--- config.mk ---
export PLATFORM = sky130hd
export DESIGN_NAME = risc_v_multicycle_controller
export DESIGN_NICKNAME = d
export VERILOG_FILES = /design/src/rtl/risc_v_multicycle_controller.sv
export SDC_FILE = /design/constraint.sdc
export NUM_CORES = 1
export LEC_CHECK = 0
export ABC_AREA = 1
export CORE_UTILIZATION = 40
export CTS_BUF_LIST = sky130_fd_sc_hd__clkbuf_16
export CTS_CLUSTER_SIZE = 14
export DETAILED_ROUTE_END_ITERATION = 12
export PLACE_DENSITY = 0.95
export SLEW_MARGIN = 20
export SYNTH_ARGS = -nofsm -noshare
export SYNTH_HDL_FRONTEND = slang
export SYNTH_SLANG_ARGS = --single-unit
--- constraint.sdc ---
create_clock -name clk -period 2 [get_ports clk]
set_input_delay 0.4 -clock clk [delete_from_list [all_inputs] [get_ports clk]]
set_output_delay 0.4 -clock clk [all_outputs]
set_load 0.05 [all_outputs]
--- src/rtl/risc_v_multicycle_controller.sv ---
// Multi-cycle RV32I-subset control FSM; outputs decode the state register (FETCH/BRANCH write enables also see memReady/zero/neg).
// 3-5 cycles per instruction with zero-wait memory; memReq is held, and the state waits, until memReady.
module risc_v_multicycle_controller (
    input  logic       clk,
    input  logic       rstn,
    input  logic [6:0] op,
    input  logic [2:0] func3,
    input  logic [6:0] func7,
    input  logic       zero,
    input  logic       neg,
    input  logic       memReady,
    output logic       memReq,
    output logic       memWrite,
    output logic       adrSrc,
    output logic       IRWrite,
    output logic       PCWrite,
    output logic       regWrite,
    output logic [1:0] ALUSrcA,
    output logic [1:0] ALUSrcB,
    output logic [2:0] ALUControl,
    output logic [2:0] immSrc,
    output logic [1:0] resultSrc,
    output logic       illegal
);
    typedef enum logic [3:0] {
        FETCH, DECODE, EXEC_R, EXEC_I, ALU_WB, MEM_ADR, MEM_READ, MEM_WB,
        MEM_WRITE, BRANCH, JAL, JALR_ADR, JALR_JMP, LUI, ERROR
    } state_t;

    localparam logic [6:0] OP_R = 7'b0110011, OP_I = 7'b0010011, OP_LD = 7'b0000011,
                           OP_ST = 7'b0100011, OP_BR = 7'b1100011, OP_JAL = 7'b1101111,
                           OP_JALR = 7'b1100111, OP_LUI = 7'b0110111;
    localparam logic [2:0] ALU_ADD = 3'b000, ALU_SUB = 3'b001, ALU_AND = 3'b010, ALU_OR = 3'b011,
                           ALU_XOR = 3'b100, ALU_SLT = 3'b101, ALU_SLTU = 3'b110;
    localparam logic [2:0] IMM_I = 3'b000, IMM_S = 3'b001, IMM_B = 3'b010, IMM_J = 3'b011,
                           IMM_U = 3'b100;

    state_t     state;
    logic       r_ok, i_ok, br_ok, taken;
    logic [2:0] r_ctl, i_ctl;

    // Function-field decode; only meaningful once the IR holds the instruction.
    always_comb begin
        r_ok  = 1'b1;
        r_ctl = ALU_ADD;
        case (func3)
            3'b000: begin
                if (func7 == 7'b0100000)      r_ctl = ALU_SUB;
                else if (func7 != 7'b0000000) r_ok  = 1'b0;
            end
            3'b111:  r_ctl = ALU_AND;
            3'b110:  r_ctl = ALU_OR;
            3'b100:  r_ctl = ALU_XOR;
            3'b010:  r_ctl = ALU_SLT;
            3'b011:  r_ctl = ALU_SLTU;
            default: r_ok  = 1'b0;
        endcase
        i_ok  = 1'b1;
        i_ctl = ALU_ADD;
        case (func3)
            3'b000:  i_ctl = ALU_ADD;
            3'b100:  i_ctl = ALU_XOR;
            3'b110:  i_ctl = ALU_OR;
            3'b111:  i_ctl = ALU_AND;
            3'b010:  i_ctl = ALU_SLT;
            3'b011:  i_ctl = ALU_SLTU;
            default: i_ok  = 1'b0;
        endcase
        br_ok = 1'b1;
        taken = 1'b0;
        case (func3)
            3'b000:  taken = zero;
            3'b001:  taken = !zero;
            3'b100:  taken = neg;
            3'b101:  taken = !neg;
            default: br_ok = 1'b0;
        endcase
    end

    always_ff @(posedge clk or negedge rstn) begin
        if (!rstn) begin
            state <= FETCH;
        end else begin
            case (state)
                FETCH:     if (memReady) state <= DECODE;
                DECODE: begin
                    case (op)
                        OP_R:    state <= EXEC_R;
                        OP_I:    state <= EXEC_I;
                        OP_LD,
                        OP_ST:   state <= MEM_ADR;
                        OP_BR:   state <= BRANCH;
                        OP_JAL:  state <= JAL;
                        OP_JALR: state <= JALR_ADR;
                        OP_LUI:  state <= LUI;
                        default: state <= ERROR;
                    endcase
                end
                EXEC_R:    state <= r_ok ? ALU_WB : ERROR;
                EXEC_I:    state <= i_ok ? ALU_WB : ERROR;
                ALU_WB:    state <= FETCH;
                MEM_ADR:   state <= (op == OP_ST) ? MEM_WRITE : MEM_READ;
                MEM_READ:  if (memReady) state <= MEM_WB;
                MEM_WB:    state <= FETCH;
                MEM_WRITE: if (memReady) state <= FETCH;
                BRANCH:    state <= br_ok ? FETCH : ERROR;
                JAL:       state <= ALU_WB;
                JALR_ADR:  state <= JALR_JMP;
                JALR_JMP:  state <= ALU_WB;
                LUI:       state <= FETCH;
                default:   state <= ERROR;
            endcase
        end
    end

    always_comb begin
        memReq     = 1'b0;
        memWrite   = 1'b0;
        adrSrc     = 1'b0;
        IRWrite    = 1'b0;
        PCWrite    = 1'b0;
        regWrite   = 1'b0;
        ALUSrcA    = 2'b00;
        ALUSrcB    = 2'b00;
        ALUControl = ALU_ADD;
        immSrc     = IMM_I;
        resultSrc  = 2'b00;
        illegal    = 1'b0;
        case (state)
            FETCH: begin
                memReq    = 1'b1;
                ALUSrcB   = 2'b10;
                resultSrc = 2'b10;
                IRWrite   = memReady;
                PCWrite   = memReady;
            end
            DECODE: begin
                ALUSrcA = 2'b01;
                ALUSrcB = 2'b01;
                immSrc  = (op == OP_JAL) ? IMM_J : IMM_B;
            end
            EXEC_R: begin
                ALUSrcA    = 2'b10;
                ALUControl = r_ctl;
            end
            EXEC_I: begin
                ALUSrcA    = 2'b10;
                ALUSrcB    = 2'b01;
                ALUControl = i_ctl;
            end
            ALU_WB:   regWrite = 1'b1;
            MEM_ADR: begin
                ALUSrcA = 2'b10;
                ALUSrcB = 2'b01;
                immSrc  = (op == OP_ST) ? IMM_S : IMM_I;
            end
            MEM_READ: begin
                memReq = 1'b1;
                adrSrc = 1'b1;
            end
            MEM_WB: begin
                resultSrc = 2'b01;
                regWrite  = 1'b1;
            end
            MEM_WRITE: begin
                memReq   = 1'b1;
                memWrite = 1'b1;
                adrSrc   = 1'b1;
            end
            BRANCH: begin
                ALUSrcA    = 2'b10;
                ALUControl = ALU_SUB;
                PCWrite    = br_ok & taken;
            end
            // PC takes the target formed in DECODE while the ALU builds the link value.
            JAL, JALR_JMP: begin
                ALUSrcA = 2'b01;
                ALUSrcB = 2'b10;
                PCWrite = 1'b1;
            end
            JALR_ADR: begin
                ALUSrcA = 2'b10;
                ALUSrcB = 2'b01;
            end
            LUI: begin
                immSrc    = IMM_U;
                resultSrc = 2'b11;
                regWrite  = 1'b1;
            end
            ERROR:    illegal = 1'b1;
            default:  illegal = 1'b1;
        endcase
    end
endmodule

==> results of run 1 <==
[cells by family after synthesis]
kind of cell | share of synthesized area
flip-flops | 0.1424
XOR/XNOR | 0.01246
AO/OA/AOI/OAI | 0.1370
buffers and inverters | 0.1335
AND/OR/NAND/NOR | 0.5748
[metrics by stage]
stage,util,worst slack [ps],instances
floorplan,-,65.45,138
global placement,0.8905,-35.13,203
detailed placement,0.8905,-121.0,203
==> impl_metrics.tcl, run 1 <==
set metrics [dict create \
    yosysSeqAreaShare 0.1423 \
    die_x_um 43.93 \
    syn-num-nets 160 \
    syn_avg_cell_area_um2 5.095 \
    synthesis.area_um2 703.2 \
    rows 14 \
    async_flop_share 1.000 \
    ys_top_cells_by_count "nand2_1 (41), nor2_1 (25), inv_1 (22)" \
    synth_top_flop_cell "dfrtp_1" \
    cts_resized 21 \
    first-error "[ERROR DPL-0033] detailed placement checks failed during check placement." \
    syn_inst 138 \
    synth_most_common_cell "nand2_1" \
    yosys.area.top_type "nand2_1" \
    hold_buffers 0 \
    root_buffer "clkbuf_16" \
    synth.distinct_cells 22 \
    die_y_um 43.93 \
    port_buffers 40 \
    post-dp-hpwl_um 2522 \
    postCtsSetupRepairBufs 7 \
    synthTopCellsByArea "nand2_1 (22%), dfrtp_1 (14%), nor2_1 (13%), inv_1 (12%), nand3_1 (10%)" \
    gp_congestion 0.8740 \
    lastStage "clock tree synthesis" \
    htreeDepth 1 \
    synth-seq-cells 4 \
    numClockSinks 4 \
    synth.top_cell.area_share 0.2189 \
    io_pins 41 \
    synth_edf_count 0 \
    start_util 0.4460 \
    status "aborted with a tool error" \
    yosys_warnings 0 \
    cts_buffer_depth 2 \
    place_area_um2 1404 \
    cts_buffers 3 \
]
==> run 2, diff against run 1 <==
--- a/config.mk
+++ b/config.mk
@@ -6,11 +6,10 @@
 export NUM_CORES = 1
 export LEC_CHECK = 0
 export ABC_AREA = 1
-export CORE_UTILIZATION = 40
-export CTS_BUF_LIST = sky130_fd_sc_hd__clkbuf_16
-export CTS_CLUSTER_SIZE = 14
+export CORE_AREA = 2 2 63 65
 export DETAILED_ROUTE_END_ITERATION = 12
-export PLACE_DENSITY = 0.95
+export DIE_AREA = 0 0 65 67
+export PLACE_DENSITY_LB_ADDON = 0.15
 export SLEW_MARGIN = 20
 export SYNTH_ARGS = -nofsm -noshare
 export SYNTH_HDL_FRONTEND = slang
==> impl_metrics.tcl, run 2 <==
set metrics [dict create \
    status "finished, final reports clean" \
    numClockSinks 4 \
    synth_edf_count 0 \
    dieArea_um2 4355 \
    skew_ps 1.592 \
    start_util 0.1950 \
    final_common_cell "nand2_1" \
    synth_top_flop_cell "dfrtp_1" \
    worstPathArrival_ps 1570 \
    layoutNonFillerInstCount 255 \
    fin_setup_tns_ps 0 \
    avgViaCountPerCell 4.357 \
    die_y_um 67 \
    core_um2 3606 \
    rows 22 \
    hold_buffers 0 \
    grt_pass1_wl_um 4381 \
    syn_avg_cell_area_um2 5.095 \
    yosys_warnings 0 \
    wl_um 2729 \
    largest_register "state" \
    drive_above_1_share 0.4058 \
    slowest_delay_ps 420 \
    synth-seq-cells 4 \
    drt_iter0_drc 17 \
    port_buffers 40 \
    clk_pin_slew_ps 30 \
    end_kind "primary output" \
    root_buffer "clkbuf_8" \
    syn-num-nets 160 \
    cts_tree "built" \
    yosys.area.top_type "nand2_1" \
    wl_per_cell_um 10.70 \
    die_x_um 65 \
    placedCellCount 237 \
    grt_usage 0.1237 \
    drv_slew 0 \
    path_common_cell "inv_2" \
    critPathKind "flop to primary output" \
    largest_reg_flops 4 \
    grt_max_degree 7 \
    post-route-cell-area_um2 1664 \
    reg2regPathDepth 7 \
    cts_buffers 3 \
    final_nets 231 \
    crit_fanout 5 \
    antenna_found_initial 0 \
    htreeDepth 1 \
    overflow 0 \
    multiInputGateArea_um2 598.1 \
    grt_pass1_vias 1066 \
    cts_buffer_depth 2 \
    ys_top_cells_by_count "nand2_1 (41), nor2_1 (25), inv_1 (22)" \
    worst_pin_slew_ps 375.8 \
    ant_nets 0 \
    layout_common_cells "nand2_1 (41), buf_4 (27), buf_12 (18)" \
    max_cap_violations 0 \
    gp_congestion 0.8243 \
    area_delta_synth_final_pct 136.7 \
    place_area_um2 1459 \
    vias 1111 \
    fin_util 0.4615 \
    yosysSeqAreaShare 0.1423 \
    path_cells "inv_2 -> nand2_4 -> nor2_4 -> inv_2 -> or3_1 -> nand3b_1 -> buf_12" \
    insertedDiodeCount 0 \
    slowest_stage "dfrtp_2" \
    startpoint_type "flop" \
    p_per_area_nw_per_um2 198.3 \
    setup_viol 0 \
    drc 0 \
    ir_worst_vdd_mv 0.1085 \
    clk_latency_ps 210 \
    synth_most_common_cell "nand2_1" \
    hold_class "primary input to asynchronous set/reset pin" \
    regArea_um2 103.9 \
    clock.fmax_ghz 0.5078 \
    synthesis.area_um2 703.2 \
    top_regs "state (4)" \
    synth.top_cell.area_share 0.2189 \
    io_pins 41 \
    async_flop_share 1.000 \
    finalHoldViolCount 0 \
    post-dp-hpwl_um 2151 \
    synthTopCellsByArea "nand2_1 (22%), dfrtp_1 (14%), nor2_1 (13%), inv_1 (12%), nand3_1 (10%)" \
    syn_inst 138 \
    maxSlewHeadroom 0.7475 \
    final.period_utilization 0.9846 \
    first_pass_iters 4 \
    nFillCells 366 \
    synth.distinct_cells 22 \
    worstPathRequired_ps 1600 \
    p_leak_nw 0.8516 \
    finalCriticalPeriod_ps 1969 \
    rsz0062_at_grt "true" \
]
run 2: area by class of cell:
class,instances,area share
Inverter,25,0.05639
Clock buffer,3,0.02481
Timing Repair Buffer,66,0.4609
Sequential cell,4,0.06241
Multi-Input combinational cell,109,0.3594
Tap cell,48,0.03609
run 2: worst max-delay path, delay by kind of cell, from the launching register on:
| kind | cells | cell delay (ps) |
|---|---|---|
| buffers and inverters | 3 | 270 |
| and+or+nand+nor | 4 | 660 |
| DFF | 1 | 420 |
run 2: per-layer routing:
| layer | vias up | global-route usage | wire, µm |
|---|---|---|---|
| met1 | 497 | 0.1394 | 1187 |
| li1 | 581 | - | - |
| met5 | - | 0 | 0 |
| met3 | 0 | 0.008446 | 127 |
| met4 | 0 | 0.02926 | 0 |
| met2 | 33 | 0.2487 | 1414 |
run 2: kinds of logic after synthesis:
family                 Yosys count  synth area share
buffers and inverters           25            0.1335
AO/OA/AOI/OAI                   15            0.1370
AND/OR/NAND/NOR                 93            0.5748
XOR/XNOR                         1           0.01246
flip-flops                       4            0.1424
run 2: final timing paths:
| check | from | to | slack, ps |
|---|---|---|---|
| hold / removal | rstn | state[3] | 390 |
| max in group asynchronous | rstn | state[2] | 1440 |
| setup / recovery | state[0] | ALUControl[0] | 30 |
| setup reg to reg | state[0] | state[1] | 650 |
| min in group clk | op[6] | state[1] | 700 |
| hold reg to reg | state[3] | state[3] | 710 |
run 2: power breakdown:
| part | internal [mW] | switching (mW) | leakage (nW) |
|---|---|---|---|
| clock network | 0.128 | 0.0353 | 0.0216 |
| registers | 0.0815 | 0 | 0.0379 |
| logic | 0.0491 | 0.0365 | 0.792 |
run 2: what timing repair did:
action,4_1_cts,5_1_grt
setup endpoints to repair,2,7
setup buffers,8,7
cloned,0,0
pin swaps,11,12
gates resized for setup,21,12
run 2: through the flow:
stage	hold slack [ps]	worst slack (ps)	power (mW)
finish	386.4	30.71	0.3300
detailed placement	613.4	-104.7	0.1694
CTS	388.4	-0.6463	0.3345
floorplan	104.4	65.45	0.1068
global placement	610.4	-54.48	0.1675
global route	393.5	-48.30	0.3483
Note: power is estimated with default switching activity, not from simulation.
